### config.mk
export PLATFORM = sky130hd
export DESIGN_NAME = sr_cmd_gen
export DESIGN_NICKNAME = d
export VERILOG_FILES = /design/src/rtl/sr_cmd_gen.sv
export SDC_FILE = /design/constraint.sdc
export NUM_CORES = 1
export LEC_CHECK = 0
export ABC_AREA = 1
export CAP_MARGIN = 0
export CORE_MARGIN = 2
export CORE_UTILIZATION = 40
export DETAILED_ROUTE_END_ITERATION = 10
export GPL_TIMING_DRIVEN = 0
export REMOVE_ABC_BUFFERS = 1
export SLEW_MARGIN = 20
export SYNTH_ARGS = -nofsm -noshare
export SYNTH_HDL_FRONTEND = slang
export SYNTH_SLANG_ARGS = --single-unit
export TNS_END_PERCENT = 20
### constraint.sdc
create_clock -name clk -period 2.4 [get_ports clk]
set_clock_uncertainty 0.2 [all_clocks]
set_input_delay 0.24 -clock clk [delete_from_list [all_inputs] [get_ports clk]]
set_output_delay 0.24 -clock clk [all_outputs]
set_load 0.05 [all_outputs]
### src/rtl/sr_cmd_gen.sv
// sr_cmd_gen: command stage for the lab SR flip-flop.
// Two raw push-button levels (set, clear) are turned into clean,
// single-cycle S and R pulses. Each channel is synchronised, debounced
// and rising-edge detected. A set edge and a clear edge that qualify in
// the same cycle cancel each other and raise a conflict flag instead, so
// S and R are never both high.

// ---------------------------------------------------------------------------
// One input channel: two-flop synchroniser, debounce counter, edge detect.
// ---------------------------------------------------------------------------
module sr_cmd_gen_chan #(
  parameter int DB_CNT = 4,
  parameter int CNT_W  = 3
) (
  input  logic clk,
  input  logic rst_n,
  input  logic raw_in,
  output logic rise
);

  // Last count value before the debounced level is allowed to flip.
  localparam logic [CNT_W-1:0] CNT_LAST = CNT_W'(DB_CNT - 1);
  localparam logic [CNT_W-1:0] CNT_ZERO = {CNT_W{1'b0}};
  localparam logic [CNT_W-1:0] CNT_ONE  = CNT_W'(1);

  logic             sync1_r;
  logic             sync2_r;
  logic             db_r;
  logic             db_d_r;
  logic [CNT_W-1:0] cnt_r;
  logic             db_nxt_s;
  logic [CNT_W-1:0] cnt_nxt_s;

  // Two-flop synchroniser; only sync2_r is used further downstream.
  always_ff @(posedge clk or negedge rst_n) begin
    if (!rst_n) begin
      sync1_r <= 1'b0;
      sync2_r <= 1'b0;
    end else begin
      sync1_r <= raw_in;
      sync2_r <= sync1_r;
    end
  end

  // Debounce decision: a mismatch must persist DB_CNT edges to flip the level.
  always_comb begin
    db_nxt_s  = db_r;
    cnt_nxt_s = cnt_r;
    if (sync2_r == db_r) begin
      // Any return to the accepted level discards the partial count.
      cnt_nxt_s = CNT_ZERO;
    end else if (cnt_r == CNT_LAST) begin
      db_nxt_s  = sync2_r;
      cnt_nxt_s = CNT_ZERO;
    end else begin
      cnt_nxt_s = cnt_r + CNT_ONE;
    end
  end

  // Debounced level, its one-cycle history, and the stability counter.
  always_ff @(posedge clk or negedge rst_n) begin
    if (!rst_n) begin
      db_r   <= 1'b0;
      db_d_r <= 1'b0;
      cnt_r  <= CNT_ZERO;
    end else begin
      db_r   <= db_nxt_s;
      db_d_r <= db_r;
      cnt_r  <= cnt_nxt_s;
    end
  end

  // Only a 0->1 change of the debounced level is a command; falls are ignored.
  assign rise = db_r & ~db_d_r;

endmodule

// ---------------------------------------------------------------------------
// Top level: two channels feeding a registered, mutually exclusive output.
// ---------------------------------------------------------------------------
module sr_cmd_gen #(
  parameter int DB_CNT = 4,
  parameter int CNT_W  = 3
) (
  input  logic clk,
  input  logic rst_n,
  input  logic set_in,
  input  logic clr_in,
  output logic S,
  output logic R,
  output logic conflict
);

  logic set_rise_s;
  logic clr_rise_s;
  logic s_nxt_s;
  logic r_nxt_s;
  logic conflict_nxt_s;

  sr_cmd_gen_chan #(
    .DB_CNT (DB_CNT),
    .CNT_W  (CNT_W)
  ) u_set_chan (
    .clk    (clk),
    .rst_n  (rst_n),
    .raw_in (set_in),
    .rise   (set_rise_s)
  );

  sr_cmd_gen_chan #(
    .DB_CNT (DB_CNT),
    .CNT_W  (CNT_W)
  ) u_clr_chan (
    .clk    (clk),
    .rst_n  (rst_n),
    .raw_in (clr_in),
    .rise   (clr_rise_s)
  );

  // Arbitrate the two edges; simultaneous edges issue nothing but a flag.
  always_comb begin
    s_nxt_s        = 1'b0;
    r_nxt_s        = 1'b0;
    conflict_nxt_s = 1'b0;
    case ({set_rise_s, clr_rise_s})
      2'b10: begin
        s_nxt_s = 1'b1;
      end
      2'b01: begin
        r_nxt_s = 1'b1;
      end
      2'b11: begin
        conflict_nxt_s = 1'b1;
      end
      default: begin
        s_nxt_s        = 1'b0;
        r_nxt_s        = 1'b0;
        conflict_nxt_s = 1'b0;
      end
    endcase
  end

  // Registered outputs; reset forces the flip-flop into hold immediately.
  always_ff @(posedge clk or negedge rst_n) begin
    if (!rst_n) begin
      S        <= 1'b0;
      R        <= 1'b0;
      conflict <= 1'b0;
    end else begin
      S        <= s_nxt_s;
      R        <= r_nxt_s;
      conflict <= conflict_nxt_s;
    end
  end

endmodule

# ---- Yosys cells after proc, flatten, opt, wreduce, memory -nomap -nowiden
# Index checks and enable logic that the tools add are counted.
dict set report word_totals {
  register_bits 17
}
dict set report op_classes {
  add_sub_neg 2
  n_eq_ne 7
  mux 7
  n_bitwise 6
  n_reduce_logical 2
}
# operator count
set op_table {}
lappend op_table {{$mux 3} 4}
lappend op_table {{$add 3x1->3 const B} 2}
lappend op_table {{$eq 3x2->1 const B} 2}
lappend op_table {{$eq 2x2->1 const B} 2}
lappend op_table {{$not 1->1} 4}
lappend op_table {{$reduce_and 2->1} 2}
lappend op_table {{$mux 1} 3}
lappend op_table {{$and 1x1->1} 2}
lappend op_table {{$eq 1x1->1} 2}
lappend op_table {{$eq 2x1->1 const B} 1}

# ---- Longest topological paths before layout
# Gate-level depths: netlist of the first run.
dict set report depth {
  word_depth 4
  ltp_mapped 4
  depth_no_buf 4
}

# ---- Hierarchy
# Synthesis of the first run repeated with hierarchy kept, for this count alone.
dict set report hier_totals {
  hier_cells 63
  area_unflattened_um2 633.1
}
# mod instances cells_each area_each_um2 seq_area_each_um2
set by_module_without_submodules {}
lappend by_module_without_submodules {sr_cmd_gen_chan 2 27 267.8 175.2}
lappend by_module_without_submodules {sr_cmd_gen 1 9 97.6 75.1}

# ---- Worst setup path before layout of the first run
# Ideal clock, no wire load.
dict set report synth_timing {
  kind {register to register}
  startpoint {reg u_clr_chan.cnt_r[0]}
  endpoint {reg u_clr_chan.cnt_r[0]}
  setup_time_ps 71
  arrival_time_ps 793
  required_ps 2129
  slack_ps 1336
  stages_incl_launch_ff 5
  path_buffers 0
  period_less_slack_ps 1064
  path_cell_list {dfrtp_1 -> ha_1 -> nand2_1 -> nand2_1 -> nor2_1}
}
dict set report synth_between {
  elab_chain_len 3
}
# item line_no
set synth_rtl {}
lappend synth_rtl {{start, declared} 30} ;# logic [CNT_W-1:0] cnt_r;
lappend synth_rtl {{start signal, assigned} 69} ;# cnt_r <= cnt_nxt_s;
lappend synth_rtl {{$add 3x1->3 or $eq 3x2->1 (tied branches)} {56, 52}}
lappend synth_rtl {{$mux 3 (*)} 52} ;# end else if (cnt_r == CNT_LAST) begin
lappend synth_rtl {{$mux 3 (*)} 49} ;# if (sync2_r == db_r) begin
lappend synth_rtl {{via u_clr_chan.cnt_nxt_s[0]} 32} ;# logic [CNT_W-1:0] cnt_nxt_s;
# Mark *: on every way through the listed nets, which the timed path passes. The rest lies on a longest branch.
# A chain may end at the register's enable or synchronous reset.

# ---- Worst setup path in the final report of the first run
dict set report layout_timing {
  startpoint {reg conflict}
  endpoint {out conflict}
}
# item line_no
set layout_rtl {}
lappend layout_rtl {{start, declared} 91} ;# output logic conflict
lappend layout_rtl {{start signal, assigned} 152} ;# conflict <= conflict_nxt_s;
# No word-level cell between the ends.

==> results of run 1 <==
## synth_stat cells
master   instances
a21oi_1          2
dfrtp_1         17
ha_1             2
inv_1           11
inv_2            2
nand2_1         15
nand2_2          4
nand3_1          2
nor2_1           7
## layout make-up
cell class              instances  share of cell area
clock buffers                   3              0.0307
inverters                      13              0.0664
repair buffers                  6              0.0818
well taps                      16              0.0273
clock inverters                 1             0.00681
flip-flops and latches         17               0.579
multi-input cells              32               0.208
## stage by stage
step	utilization	setup WS, ns	hold WS [ns]	cells	area, µm²
after floorplan	-	1.34	-0.256	62	627
after global placement	0.475	0.869	0.132	84	707
after detailed placement	0.475	0.860	0.136	84	707
after CTS	0.493	0.519	0.160	88	734
after global routing	0.493	0.499	0.169	88	734
final	0.493	0.540	0.156	88	734
## cells by family (layout without fill, tap and decap cells)
| kind of cell | after synthesis | count (layout) | synth area share |
|---|---|---|---|
| AO/OA/AOI/OAI | 2 | 2 | 0.0160 |
| flip-flops | 17 | 17 | 0.679 |
| adder cells (fa/ha/maj) | 2 | 2 | 0.0399 |
| AND/OR/NAND/NOR | 28 | 28 | 0.188 |
| buffers and inverters | 13 | 23 | 0.0778 |
## per-layer routing
layer,vias up,GRT usage,wire length (µm)
met3,5,0.0250,35
li1,201,-,-
met4,0,0.145,46
met5,-,0,0
met2,10,0.176,348
met1,167,0.129,410
## cell usage in the layout, fill, tap and decap left out
| cell | instances |
|---|---|
| nand2_1 | 15 |
| inv_1 | 11 |
| clkdlybuf4s50_1 | 6 |
| a21oi_1 | 2 |
| clkinv_2 | 1 |
| ha_1 | 2 |
| nand3_1 | 2 |
| inv_2 | 2 |
| nor2_1 | 7 |
| nand2_2 | 4 |
| dfrtp_1 | 17 |
| clkbuf_4 | 3 |
## path summary, 6_finish.rpt
check                                              startpoint                             to  slack [ns]  cells past startpoint
min in group asynchronous                               rst_n                    R$_DFF_PN0_        0.17                      1
worst min register to register   u_set_chan.sync1_r$_DFF_PN0_   u_set_chan.sync2_r$_DFF_PN0_        0.16                      0
worst max-delay path                       conflict$_DFF_PN0_                       conflict        0.54                      1
worst min-delay path             u_set_chan.sync1_r$_DFF_PN0_   u_set_chan.sync2_r$_DFF_PN0_        0.16                      0
max in group asynchronous                               rst_n  u_clr_chan.cnt_r[0]$_DFF_PN0_        1.38                      1
worst max register to register  u_clr_chan.cnt_r[0]$_DFF_PN0_  u_clr_chan.cnt_r[0]$_DFF_PN0_        1.26                      4
## where the power goes
part           internal (mW)  total (mW)  switching [mW]
sequential             0.364       0.411          0.0469
clock                 0.0621       0.153          0.0910
combinational         0.0944       0.258           0.164
total                  0.520       0.822           0.301
==> impl_results.html, run 1 <==
<table>
<tr><th>Metric</th><th>Value</th></tr>
<tr><th colspan="2">Run status</th></tr>
<tr><td>Result of the run</td><td>finished clean</td></tr>
<tr><th colspan="2">Cells and area</th></tr>
<tr><td>Combined flip-flop and latch cell area</td><td>roughly 430 µm²</td></tr>
<tr><td>Net count of the finished layout</td><td>79</td></tr>
<tr><td>Diode insertion count for antenna repair</td><td>0</td></tr>
<tr><td>Largest registers ranked by flip-flop count</td><td>u_clr_chan.cnt_r x3, u_set_chan.cnt_r x3</td></tr>
<tr><td>Multi-input gate area in the final layout</td><td>between 150 and 200 µm²</td></tr>
<tr><td>Filler cells</td><td>roughly 140</td></tr>
<tr><td>Area added between synthesis and finish</td><td>17.2%</td></tr>
<tr><td>Fraction of layout instances using a drive strength above 1</td><td>0.139</td></tr>
<tr><th colspan="2">Drt</th></tr>
<tr><td>Final Routed Wirelength</td><td>841 µm</td></tr>
<tr><td>Drt wl/cell</td><td>about 9.6 µm</td></tr>
<tr><td>DR pass1 iterations</td><td>4</td></tr>
<tr><td>Total vias in the final route</td><td>383</td></tr>
<tr><td>Remaining antenna violation count after routing</td><td>0</td></tr>
<tr><td>Drt initial violations</td><td>1</td></tr>
<tr><td>Drt via density</td><td>~4.4</td></tr>
<tr><td># DRC</td><td>0</td></tr>
<tr><th colspan="2">Timing</th></tr>
<tr><td>Maximum clock frequency</td><td>roughly 0.54 GHz</td></tr>
<tr><td>Fin crit share</td><td>0.775</td></tr>
<tr><td>Final Hold Violating Endpoints</td><td>0</td></tr>
<tr><td>Final number of setup-violating endpoints</td><td>0</td></tr>
<tr><td>Worst Tran Pin Value</td><td>~0.72 ns</td></tr>
<tr><td>RSZ-0062 raised after global routing</td><td>no</td></tr>
<tr><td>Worst max-slew margin expressed relative to the limit</td><td>0.517</td></tr>
<tr><td>TNS Setup</td><td>0 ns</td></tr>
<tr><td>Post-layout minimum cycle time</td><td>1.86 ns</td></tr>
<tr><td>Number of max-slew violations in the final report</td><td>0</td></tr>
<tr><th colspan="2">Critical path</th></tr>
<tr><td>Kind of start point of the critical path</td><td>flop</td></tr>
<tr><td>Crit-path leading delay family</td><td>buffers and inverters</td></tr>
<tr><td>Type of the worst setup path</td><td>reg -&gt; out</td></tr>
<tr><td>Slowest CP cell</td><td>clkdlybuf4s50_1</td></tr>
<tr><td>Critical Path End Type</td><td>output pin</td></tr>
<tr><td>Required time worst endpoint</td><td>slightly below 2 ns</td></tr>
<tr><td>Peak per-stage delay on the critical path</td><td>0.79 ns</td></tr>
<tr><td>Data arrival, critical path</td><td>roughly 1.4 ns</td></tr>
<tr><td>Buffers and inverters on the worst path</td><td>1</td></tr>
<tr><td>Cell breakdown of the critical path</td><td>clkdlybuf4s50_1</td></tr>
<tr><td>Max FO, Critical Path</td><td>1</td></tr>
<tr><th colspan="2">Placed design</th></tr>
<tr><td>Routability-driven placement congestion ratio</td><td>slightly below 0.7</td></tr>
<tr><td>Input/output buffers</td><td>6</td></tr>
<tr><td>Half-perimeter wire length after placement</td><td>556 µm</td></tr>
<tr><th colspan="2">GRT</th></tr>
<tr><td>Maximum number of pins on one net before global-route repair</td><td>18</td></tr>
<tr><td>Global-route wire length before repair</td><td>1530 µm</td></tr>
<tr><td>Global-route usage over all layers</td><td>0.120</td></tr>
<tr><td>Number of global-route vias before repair</td><td>378</td></tr>
<tr><td>Sum of overflow across all layers after global routing</td><td>0</td></tr>
<tr><td>Number of antenna violations at the first check in global routing</td><td>0</td></tr>
<tr><th colspan="2">Synthesis</th></tr>
<tr><td>Post-Synthesis Cells</td><td>a little over 60</td></tr>
<tr><td>Biggest area contributors in the synthesized netlist</td><td>dfrtp_1 (68%), nand2_1 (9.0%), inv_1 (6.6%)</td></tr>
<tr><td>Yosys warning count</td><td>0</td></tr>
<tr><td>Synthesized area per cell</td><td>around 10 µm²</td></tr>
<tr><td>Netlist area before placement</td><td>627 µm²</td></tr>
<tr><td>Cell variety after synth</td><td>9</td></tr>
<tr><td>Number of register bits inferred by synthesis</td><td>17</td></tr>
<tr><td>Dominant cell type by area after synthesis</td><td>dfrtp_1</td></tr>
<tr><td>Sequential cell area fraction in the yosys report</td><td>0.679</td></tr>
<tr><td>Post-synth top area share</td><td>0.679</td></tr>
<tr><th colspan="2">Floorplanning</th></tr>
<tr><td>Std-Cell Core Area</td><td>roughly 0.0015 mm²</td></tr>
<tr><td>Std cell rows</td><td>14</td></tr>
<tr><td># IOs</td><td>7</td></tr>
<tr><td>Initial core utilization</td><td>0.421</td></tr>
<tr><td>Die Area</td><td>around 0.0019 mm²</td></tr>
<tr><td>Die W</td><td>43.6 µm</td></tr>
<tr><td>Height of the chip</td><td>around 44 µm</td></tr>
<tr><th colspan="2">Worst hold path</th></tr>
<tr><td>Hold WC Path Type</td><td>reg -&gt; reg</td></tr>
<tr><th colspan="2">Power and ir drop</th></tr>
<tr><td>Power density over cell area</td><td>roughly 1100 mW/mm²</td></tr>
<tr><td>Leakage power summed over all cells</td><td>between 0.3 and 0.4 nW</td></tr>
<tr><td>Final Total Pwr</td><td>~0.82 mW</td></tr>
<tr><td>Max VDD drop</td><td>0.000523 V</td></tr>
<tr><th colspan="2">Clock tree</th></tr>
<tr><td>Insertion delay to the later sink of the worst-skew pair</td><td>a little under 0.3 ns</td></tr>
<tr><td>Clock buffer count from CTS</td><td>3</td></tr>
<tr><td>Post-cts gate resize count</td><td>0</td></tr>
<tr><td>Sink count of the clock tree</td><td>17</td></tr>
<tr><td>Post-CTS Setup Repair Bufs</td><td>0</td></tr>
<tr><td>Hold buffers post-CTS</td><td>0</td></tr>
<tr><td>CTS tree</td><td>done</td></tr>
<tr><td>Clock-pin slew on the worst setup and hold paths</td><td>approximately 0.10 ns</td></tr>
<tr><td>Buffer type at the clock tree root</td><td>clkbuf_4</td></tr>
<tr><td>Worst-case clock buffer depth</td><td>2</td></tr>
<tr><td>Number of H-tree levels</td><td>1</td></tr>
<tr><th colspan="2">Flow run</th></tr>
<tr><td>Max-Cap Viols</td><td>0</td></tr>
</table>
Note: power is estimated with default switching activity, not from simulation.
==> inputs of run 2 (changes only) <==
Clock period 2.4 ns to 1.6 ns, I/O delays scaled along.
==> run 2 against run 1 <==
  * Global-route usage is the same
  * Cell area down 0.51%
  * Largest cell class unchanged
  * First-iteration DRC count unchanged
  * Highest routed layer unchanged
  * Sequential power rose by 49%
  * Largest power group unchanged
==> impl_results.html, run 2 (synthesized netlist as in run 1, its figures left out) <==
<table>
<tr><th>Metric</th><th>Value</th></tr>
<tr><th colspan="2">GRT</th></tr>
<tr><td>Number of antenna violations at the first check in global routing</td><td>0 (unchanged)</td></tr>
<tr><td>Number of global-route vias before repair</td><td>378 (unchanged)</td></tr>
<tr><td>Sum of overflow across all layers after global routing</td><td>0 (unchanged)</td></tr>
<tr><td>Global-route usage over all layers</td><td>0.120 (unchanged)</td></tr>
<tr><td>Global-route wire length before repair</td><td>1530 µm (unchanged)</td></tr>
<tr><td>Maximum number of pins on one net before global-route repair</td><td>18 (unchanged)</td></tr>
<tr><th colspan="2">Timing</th></tr>
<tr><td>Final number of setup-violating endpoints</td><td>0 (unchanged)</td></tr>
<tr><td>Maximum clock frequency</td><td>around 0.67 GHz</td></tr>
<tr><td>Final Hold Violating Endpoints</td><td>0 (unchanged)</td></tr>
<tr><td>Fin crit share</td><td>0.940</td></tr>
<tr><td>Worst Tran Pin Value</td><td>0.722 ns (unchanged)</td></tr>
<tr><td>Worst Hold Slack</td><td>0.0884 ns (was 0.156 ns)</td></tr>
<tr><td>Final worst setup slack</td><td>0.0967 ns (was 0.540 ns)</td></tr>
<tr><td>TNS Setup</td><td>0 ns (unchanged)</td></tr>
<tr><td>Post-layout minimum cycle time</td><td>about 1.5 ns</td></tr>
<tr><td>Number of max-slew violations in the final report</td><td>0 (unchanged)</td></tr>
<tr><td>RSZ-0062 raised after global routing</td><td>no (unchanged)</td></tr>
<tr><td>Worst max-slew margin expressed relative to the limit</td><td>0.517 (unchanged)</td></tr>
<tr><th colspan="2">Critical path</th></tr>
<tr><td>Critical R2R Capture</td><td>u_clr_chan.cnt_r[0]$_DFF_PN0_ (unchanged)</td></tr>
<tr><td>Kind of start point of the critical path</td><td>flop (unchanged)</td></tr>
<tr><td>FF-to-FF setup slack</td><td>0.46 ns (was 1.26 ns)</td></tr>
<tr><td>Type of the worst setup path</td><td>reg -&gt; out (unchanged)</td></tr>
<tr><td>Crit-path leading delay family</td><td>buffers and inverters (unchanged)</td></tr>
<tr><td>Max FO, Critical Path</td><td>1 (unchanged)</td></tr>
<tr><td>Slowest CP cell</td><td>dlygate4sd2_1 (was clkdlybuf4s50_1)</td></tr>
<tr><td>R2R depth</td><td>4 (unchanged)</td></tr>
<tr><td>Peak per-stage delay on the critical path</td><td>0.52 ns (was 0.79 ns)</td></tr>
<tr><td>Worst reg2reg path startpoint</td><td>u_clr_chan.cnt_r[0]$_DFF_PN0_ (unchanged)</td></tr>
<tr><td>Buffers and inverters on the worst path</td><td>1 (unchanged)</td></tr>
<tr><td>Critical Path End Type</td><td>output pin (unchanged)</td></tr>
<tr><td>Required time worst endpoint</td><td>1.24 ns (was 1.96 ns)</td></tr>
<tr><td>Data arrival, critical path</td><td>1.14 ns (was 1.42 ns)</td></tr>
<tr><td>Cell breakdown of the critical path</td><td>dlygate4sd2_1 (was clkdlybuf4s50_1)</td></tr>
<tr><th colspan="2">Cells and area</th></tr>
<tr><td>Layout Cell Area excl Fill</td><td>731 µm² (was 734 µm²)</td></tr>
<tr><td>Largest registers ranked by flip-flop count</td><td>u_clr_chan.cnt_r x3, u_set_chan.cnt_r x3 (unchanged)</td></tr>
<tr><td>Diode insertion count for antenna repair</td><td>0 (unchanged)</td></tr>
<tr><td>Fraction of layout instances using a drive strength above 1</td><td>0.139 (unchanged)</td></tr>
<tr><td>Commonest cells after routing, fill and taps aside</td><td>dfrtp_1 (17), nand2_1 (15), inv_1 (11) (unchanged)</td></tr>
<tr><td>Utilization after layout</td><td>0.491 (was 0.493)</td></tr>
<tr><td>Net count of the finished layout</td><td>79 (unchanged)</td></tr>
<tr><td>Leading cell type in the layout, fill and taps excluded</td><td>dfrtp_1 (unchanged)</td></tr>
<tr><td>Final non-filler cell total</td><td>88 (unchanged)</td></tr>
<tr><td>Area added between synthesis and finish</td><td>16.6% (was 17.2%)</td></tr>
<tr><th colspan="2">Clock tree</th></tr>
<tr><td>Insertion delay to the later sink of the worst-skew pair</td><td>0.29 ns (about the same)</td></tr>
<tr><td>Buffer type at the clock tree root</td><td>clkbuf_4 (unchanged)</td></tr>
<tr><td>Sink count of the clock tree</td><td>17 (unchanged)</td></tr>
<tr><td>CTS tree</td><td>done (unchanged)</td></tr>
<tr><td>Clock-pin slew on the worst setup and hold paths</td><td>0.10 ns (about the same)</td></tr>
<tr><td>Post-CTS Setup Repair Bufs</td><td>0 (unchanged)</td></tr>
<tr><td>Clock buffer count from CTS</td><td>3 (unchanged)</td></tr>
<tr><td>Worst-case clock buffer depth</td><td>2 (unchanged)</td></tr>
<tr><td>Hold buffers post-CTS</td><td>0 (unchanged)</td></tr>
<tr><td>Number of H-tree levels</td><td>1 (unchanged)</td></tr>
<tr><th colspan="2">Drt</th></tr>
<tr><td>Drt wl/cell</td><td>9.56 µm (unchanged)</td></tr>
<tr><td># DRC</td><td>0 (unchanged)</td></tr>
<tr><td>Final Routed Wirelength</td><td>841 µm (unchanged)</td></tr>
<tr><td>Total vias in the final route</td><td>383 (unchanged)</td></tr>
<tr><td>Remaining antenna violation count after routing</td><td>0 (unchanged)</td></tr>
<tr><td>DR pass1 iterations</td><td>4 (unchanged)</td></tr>
<tr><td>Drt initial violations</td><td>1 (unchanged)</td></tr>
<tr><td>Drt via density</td><td>4.35 (unchanged)</td></tr>
<tr><th colspan="2">Floorplanning</th></tr>
<tr><td>Height of the chip</td><td>43.6 µm (unchanged)</td></tr>
<tr><td>Std cell rows</td><td>14 (unchanged)</td></tr>
<tr><td># IOs</td><td>7 (unchanged)</td></tr>
<tr><td>Std-Cell Core Area</td><td>0.00149 mm² (unchanged)</td></tr>
<tr><td>Die W</td><td>43.6 µm (unchanged)</td></tr>
<tr><td>Initial core utilization</td><td>0.421 (unchanged)</td></tr>
<tr><td>Die Area</td><td>0.00190 mm² (unchanged)</td></tr>
<tr><th colspan="2">Power and ir drop</th></tr>
<tr><td>Clock network power share</td><td>0.189 (was 0.186)</td></tr>
<tr><td>Sw Pwr</td><td>0.451 mW (was 0.301 mW)</td></tr>
<tr><td>Sequential Power Share</td><td>0.507 (was 0.500)</td></tr>
<tr><td>Leakage power summed over all cells</td><td>0.393 nW (was 0.381 nW)</td></tr>
<tr><td>Proportion of total power due to net switching</td><td>0.372 (was 0.367)</td></tr>
<tr><td>Final Total Pwr</td><td>1.21 mW (was 0.822 mW)</td></tr>
<tr><td>Internal power consumption</td><td>0.762 mW (was 0.520 mW)</td></tr>
<tr><td>Logic pwr share</td><td>0.304 (was 0.314)</td></tr>
<tr><td>Power density over cell area</td><td>1660 mW/mm² (was 1120 mW/mm²)</td></tr>
<tr><td>Max VDD drop</td><td>0.000783 V (was 0.000523 V)</td></tr>
<tr><th colspan="2">Placed design</th></tr>
<tr><td>Placed cells</td><td>84 (unchanged)</td></tr>
<tr><td>Half-perimeter wire length after placement</td><td>556 µm (unchanged)</td></tr>
<tr><td>Routability-driven placement congestion ratio</td><td>0.694 (unchanged)</td></tr>
<tr><td>Input/output buffers</td><td>6 (unchanged)</td></tr>
<tr><td>Place WS</td><td>0.140 ns (was 0.860 ns)</td></tr>
<tr><td>Post-Place Cell Area</td><td>707 µm² (unchanged)</td></tr>
<tr><th colspan="2">Run status</th></tr>
<tr><td>Result of the run</td><td>finished clean (unchanged)</td></tr>
<tr><th colspan="2">Worst hold path</th></tr>
<tr><td>Hold WC Path Type</td><td>in -&gt; async (was reg -&gt; reg)</td></tr>
<tr><th colspan="2">Flow run</th></tr>
<tr><td>Max-Cap Viols</td><td>0 (unchanged)</td></tr>
</table>
## run 2: changes by cell type in the layout (fill, tap and decap cells not counted), sizes merged
cell,previous run,this run
clkdlybuf4s50,6,3
dlygate4sd2,0,3
## run 2: worst max path at each step
stage	from	to	slack, ns	cells after the start
after floorplan	u_clr_chan.cnt_r[0]$_DFF_PN0_	u_clr_chan.cnt_r[0]$_DFF_PN0_	0.54	4
after global placement	R$_DFF_PN0_	R	0.15	1
after detailed placement	conflict$_DFF_PN0_	conflict	0.14	1
after CTS	conflict$_DFF_PN0_	conflict	0.07	1
after global routing	R$_DFF_PN0_	R	0.06	1
final	conflict$_DFF_PN0_	conflict	0.1	1
## run 2: what timing repair did
| item | in CTS | in global routing |
|---|---|---|
| setup endpoints to repair | 3 | 0 |
| hold endpoints to repair | 0 | 0 |
| gates resized for setup | 3 | 0 |
## run 2: final cells by class
| cell class | count | area, µm² |
|---|---|---|
| fill | 141 | 758 |
| inverter | 13 | 48.8 |
| sequential | 17 | 425 |
| tap | 16 | 20.0 |
| clock buffer | 3 | 22.5 |
| multi-input combinational | 32 | 153 |
| timing repair buffer | 6 | 56.3 |
| clock inverter | 1 | 5.00 |
## run 2: per-layer routing
layer | part of all wire | vias up | wire [µm] | track usage
met5 | 0 | - | 0 | 0
met4 | 0.055 | 0 | 46 | 0.145
met2 | 0.41 | 10 | 347 | 0.176
li1 | - | 201 | - | -
met3 | 0.043 | 5 | 36 | 0.0250
met1 | 0.49 | 167 | 410 | 0.129
## run 2: power groups by stage
stage	Combinational, mW	Sequential (mW)	Clock, mW
6_report	0.369	0.614	0.230
5_1_grt	0.426	0.625	0.257
4_1_cts	0.375	0.616	0.241
3_5_place_dp	0.390	0.627	0
3_3_place_gp	0.382	0.621	0
2_1_floorplan	0.195	0.705	0
==> inputs of run 3 (changes only) <==
Settings changed: TNS_END_PERCENT 20 to 1.
==> results of run 3 <==
No change in the layout: final DEF, timing and power equal those of run 2.
